--- src/rtl/om_pkg.sv ---
// Shared types for the overflow-interval path: FSM states, store size codes
// and the address type used by detection, coalescer and circular buffer.
package om_pkg;

    typedef logic [31:0] om_addr_t;

    typedef enum logic [0:0] {
        OM_IDLE = 1'b0,
        OM_OPEN = 1'b1
    } om_state_e;

    localparam logic [1:0] OM_SIZE_BYTE = 2'd0;
    localparam logic [1:0] OM_SIZE_HALF = 2'd1;
    localparam logic [1:0] OM_SIZE_WORD = 2'd2;
    localparam logic [1:0] OM_SIZE_RSVD = 2'd3;

    // The reserved encoding is treated as a word access.
    function automatic logic [2:0] om_bytes(input logic [1:0] size);
        case (size)
            OM_SIZE_BYTE: om_bytes = 3'd1;
            OM_SIZE_HALF: om_bytes = 3'd2;
            default:      om_bytes = 3'd4;
        endcase
    endfunction

endpackage

--- src/rtl/om_interval_coalescer.sv ---
// Coalesces overflowing store byte ranges into closed intervals and emits each
// closed interval as a one-cycle write into the circular overflow buffer.
module om_interval_coalescer
    import om_pkg::*;
#(
    parameter int unsigned BIG_THRESHOLD = 64,
    parameter int unsigned IDLE_TIMEOUT  = 16
) (
    input  logic       clk_i,
    input  logic       rst_ni,
    input  logic       clear_i,
    input  logic       flush_i,
    input  logic       valid_i,
    input  om_addr_t   addr_i,
    input  logic [1:0] size_i,
    output logic       en_write_o,
    output om_addr_t   addr_first_o,
    output om_addr_t   addr_last_o,
    output logic       is_big_o,
    output logic       busy_o
);

    localparam int unsigned CW = (IDLE_TIMEOUT > 2) ? $clog2(IDLE_TIMEOUT) : 1;
    localparam logic [CW-1:0] CNT_LAST = CW'(IDLE_TIMEOUT - 1);

    om_state_e     state_q, state_d;
    om_addr_t      first_q, first_d;
    om_addr_t      last_q, last_d;
    logic [CW-1:0] cnt_q, cnt_d;
    logic          pend_q, pend_d;
    logic          en_q;
    om_addr_t      out_first_q, out_last_q;
    logic          big_q;

    logic [32:0]   e_wide;
    om_addr_t      e;
    logic          mergeable, closing, emit, emit_big;
    om_addr_t      nf, nl, ef, el;
    logic [32:0]   length;

    always_comb begin
        // End address clamps at the top of the address space instead of wrapping.
        e_wide    = {1'b0, addr_i} + 33'(om_bytes(size_i)) - 33'd1;
        e         = e_wide[32] ? 32'hFFFF_FFFF : e_wide[31:0];
        mergeable = ({1'b0, addr_i} <= ({1'b0, last_q} + 33'd1)) &&
                    (({1'b0, e} + 33'd1) >= {1'b0, first_q});
        closing   = flush_i | pend_q;

        if (state_q == OM_IDLE) begin
            nf = addr_i;
            nl = e;
        end else begin
            nf = (addr_i < first_q) ? addr_i : first_q;
            nl = (e > last_q) ? e : last_q;
        end

        state_d = state_q;
        first_d = first_q;
        last_d  = last_q;
        cnt_d   = cnt_q;
        pend_d  = pend_q;
        emit    = 1'b0;
        ef      = first_q;
        el      = last_q;

        if (clear_i) begin
            state_d = OM_IDLE;
            pend_d  = 1'b0;
            cnt_d   = '0;
        end else if (valid_i) begin
            cnt_d = '0;
            if (state_q == OM_IDLE || mergeable) begin
                first_d = nf;
                last_d  = nl;
                if (closing) begin
                    emit    = 1'b1;
                    ef      = nf;
                    el      = nl;
                    state_d = OM_IDLE;
                    pend_d  = 1'b0;
                end else begin
                    state_d = OM_OPEN;
                end
            end else begin
                // Disjoint store: retire the old interval, the new one may still owe a flush.
                emit    = 1'b1;
                first_d = addr_i;
                last_d  = e;
                pend_d  = closing;
            end
        end else if (state_q == OM_OPEN) begin
            if (closing || (cnt_q + CW'(1)) == CNT_LAST) begin
                emit    = 1'b1;
                state_d = OM_IDLE;
                pend_d  = 1'b0;
                cnt_d   = '0;
            end else begin
                cnt_d = cnt_q + CW'(1);
            end
        end

        length   = {1'b0, el} - {1'b0, ef} + 33'd1;
        emit_big = length > 33'(BIG_THRESHOLD);
    end

    always_ff @(posedge clk_i or negedge rst_ni) begin
        if (!rst_ni) begin
            state_q     <= OM_IDLE;
            first_q     <= '0;
            last_q      <= '0;
            cnt_q       <= '0;
            pend_q      <= 1'b0;
            en_q        <= 1'b0;
            out_first_q <= '0;
            out_last_q  <= '0;
            big_q       <= 1'b0;
        end else begin
            state_q <= state_d;
            first_q <= first_d;
            last_q  <= last_d;
            cnt_q   <= cnt_d;
            pend_q  <= pend_d;
            en_q    <= emit;
            if (emit) begin
                out_first_q <= ef;
                out_last_q  <= el;
                big_q       <= emit_big;
            end
        end
    end

    assign en_write_o   = en_q;
    assign addr_first_o = out_first_q;
    assign addr_last_o  = out_last_q;
    assign is_big_o     = big_q;
    assign busy_o       = (state_q == OM_OPEN);

endmodule
--- config.mk ---
export PLATFORM = sky130hd
export DESIGN_NAME = om_interval_coalescer
export DESIGN_NICKNAME = d
export VERILOG_FILES = /design/src/rtl/om_pkg.sv /design/src/rtl/om_interval_coalescer.sv
export SDC_FILE = /design/constraint.sdc
export NUM_CORES = 1
export LEC_CHECK = 0
export CAP_MARGIN = 30
export CORE_MARGIN = 1.5
export CORE_UTILIZATION = 32
export DETAILED_ROUTE_END_ITERATION = 12
export PLACE_DENSITY = 0.47
export SLEW_MARGIN = 20
export SYNTH_ARGS = -nofsm -noshare
export SYNTH_HDL_FRONTEND = slang
export SYNTH_SLANG_ARGS = --single-unit
--- constraint.sdc ---
create_clock -name clk_i -period 9.6 [get_ports clk_i]
set_input_delay 0.96 -clock clk_i [delete_from_list [all_inputs] [get_ports clk_i]]
set_output_delay 0.96 -clock clk_i [all_outputs]
set_load 0.05 [all_outputs]
==> impl_metrics.yaml <==
placed_design:
  place_hpwl_um: 47400
  pre_cts_slack_ns: -1.49
  place_congestion: 0.907
  io_buffers: 105
timing:
  worstMarginPinSlew_ns: 0.788
  fmax_mhz: 103
  slew_violations: 0
  setup_viol: 1
  fin_setup_tns_ns: -0.117
  grt_setup_unrepaired: "true"
  period_needed_ns: 9.72
  relSlewSlack_pct: 47.3
  clock_skew_ns: 0.0120
  hold_viol_final: 0
  setup_slack_ns: -0.117
  timing.final.crit_share_pct: 101
detailed_routing:
  wl_um: 57000
  routed_via_density: 5.14
  first_pass_iters: 5
  drtIter0Drc: 777
  num_vias: 16000
  wl_per_cell_um: 18.3
  postRouteAntennaNets: 0
  drc: 0
critical_path:
  path_max_fanout: 13
  worst_path_max_delay_cell: "a211oi_1"
  path_class: "in -> reg"
  max_stage_delay_ns: 0.57
  end_kind: "flop"
  start_kind: "input port"
  required_ns: 9.94
  crit_arrival_ns: 10.06
  cpMostUsedCell: "buf_4"
grt:
  antenna_found_initial: 0
  grt_pass1_wl_um: 89900
  track_usage_pct: 23.9
  grt_pass1_vias: 16100
  grt_overflow: 0
  grt_max_degree: 73
synthesis:
  synth.distinct_cells: 87
  synth_top_area_share_pct: 22.5
  syn_area_mm2: 0.0151
  synthArstFlopShare_pct: 100
  yosysSeqAreaShare_pct: 22.5
  yosys.area.top_type: "dfrtp_1"
  synth_area_leaders: "dfrtp_1 23%, ha_1 19%, mux2i_1 4.9%"
  synth_flop_cell: "dfrtp_1"
  ys_warn_count: 0
  synth_edf_count: 0
  synth_cells: 1847
  syn-mean-instance-area_um2: 8.19
  syn_nets: 2116
  ys_ff_latch: 136
status:
  violations: "negative setup slack"
  status: "complete, but fails checks"
clocking:
  clk_pin_slew_worst_paths_ns: 0.06
  cts.sinks: 136
  tritoncts: "yes"
  cts_made_buffers: 17
  htree_levels: 4
  cts_buffer_depth: 2
  cts_root_buffer: "clkbuf_16"
  worst_skew_pair.late_latency_ns: 0.45
floorplanning:
  num_io_pins: 106
  die_y_um: 220
  start_util_pct: 32.5
  die_w_um: 220
  dieArea_mm2: 0.0486
  coreArea_mm2: 0.0466
  rows: 79
final_layout:
  fill_cells: 4569
  final_common_cell: "buf_4"
  layout-drive-gt1-share_pct: 31.7
  area_growth_pct: 49.2
  utilization_pct: 48.5
  layout.nets: 2764
  layout_common_cells: "588 x buf_4, 214 x ha_1, 136 x dfrtp_1"
  diodes: 0
hold_path:
  hold_class: "reg -> reg"
power_and_ir_drop:
  ir_drop_mv: 0.152
  power_density_mw_per_mm2: 250
  leakage_uw: 0.0109
flow_run:
  maxCapViolCount: 0
==> Yosys cell counts (13+ instances only) <==
master / instances
a21o_1: 65
a21oi_1: 138
and3_1: 19
buf_2: 22
clkbuf_1: 50
dfrtp_1: 136
ha_1: 228
inv_1: 134
mux2_2: 29
mux2i_1: 74
nand2_1: 120
nand3_1: 51
nand4_1: 46
nor2_1: 119
nor3_1: 60
nor4_1: 13
o211ai_1: 17
o21ai_0: 130
o21ai_1: 44
o31ai_1: 38
or2_2: 13
or3_1: 16
xnor2_1: 67
xor2_1: 14
==> per-layer routing <==
| layer | share of wire, % | vias to the layer above | global-route usage [%] |
|---|---|---|---|
| li1 | - | 8110 | - |
| met1 | 50 | 7596 | 34.2 |
| met2 | 45 | 274 | 38.8 |
| met3 | 2.8 | 44 | 1.87 |
| met4 | 1.7 | 0 | 5.51 |
| met5 | 0 | - | 0 |
==> flip-flops by register name, indices dropped and copies added, names as in the netlist <==
register      count
addr_first_o     32
addr_last_o      32
busy_o            1
cnt_q             4
en_write_o        1
first_q          32
is_big_o          1
last_q           32
pend_q            1
==> through the flow <==
stage | std cells | instance area, um2 | power [uW] | hold WS, ns
floorplan | 1847 | 15100 | 2970 | 0.492
global placement | 3042 | 20900 | 4560 | 0.497
detailed placement | 3042 | 20900 | 4600 | 0.501
CTS | 3104 | 22300 | 5560 | 0.515
global route | 3115 | 22600 | 6100 | 0.533
finish | 3115 | 22600 | 5650 | 0.506
==> worst max-delay path, delay by kind of cell <==
kind            cells  cell delay (ns)
compound gates     11             2.93
fa+ha+maj           4             1.15
xor+xnor            1             0.15
simple gates       14             2.33
mux                 2             0.55
buf+inv            11             1.97
==> what timing repair did <==
item,CTS,global route
pin swaps,51,36
hold endpoints to repair,0,0
setup buffers,29,10
gates cloned,1,0
gates resized for setup,103,48
setup endpoints to repair,1,1
hold buffers,0,0
==> area by class of cell <==
cell class / instances / area (um2) / share of cell area (%)
clock buffer: 23 / 468 / 2.07
multi-input combinational: 1499 / 11600 / 51.5
sequential: 136 / 3400 / 15.1
inverter: 135 / 507 / 2.25
clock inverter: 9 / 123 / 0.543
tap: 607 / 759 / 3.37
timing repair buffer: 706 / 5680 / 25.2
==> logic make-up after synthesis <==
| family | Yosys count | synth area share [%] |
|---|---|---|
| and+or+nand+nor | 532 | 17.7 |
| muxes | 103 | 7.06 |
| xor gates and xnor gates | 81 | 4.69 |
| DFF | 136 | 22.5 |
| buffers and inverters | 212 | 5.62 |
| adders and majority gates | 230 | 19.1 |
| AOI/OAI and AO/OA | 553 | 23.2 |
==> worst paths after layout <==
| path | start | slack (ns) | cells after the start | end |
|---|---|---|---|---|
| worst max-delay path | addr_i[25] | -0.12 | 43 | is_big_o |
| worst min-delay path | addr_last_o[26] | 0.51 | 2 | addr_last_o[26] |
| worst max register to register | last_q[0] | 0.91 | 37 | is_big_o |
| worst min register to register | addr_last_o[26] | 0.51 | 2 | addr_last_o[26] |
| max in group asynchronous | rst_ni | 7.82 | 3 | addr_last_o[30] |
| min in group asynchronous | rst_ni | 0.53 | 1 | addr_first_o[27] |
==> power breakdown <==
group          total, uW  leakage (uW)  internal (uW)  switching [uW]
registers            860       0.00158            726             135
clock network        686      0.000291            419             266
logic               4100       0.00906           1960            2150
total               5650        0.0109           3100            2550
Note: power is estimated with default switching activity, not from simulation.
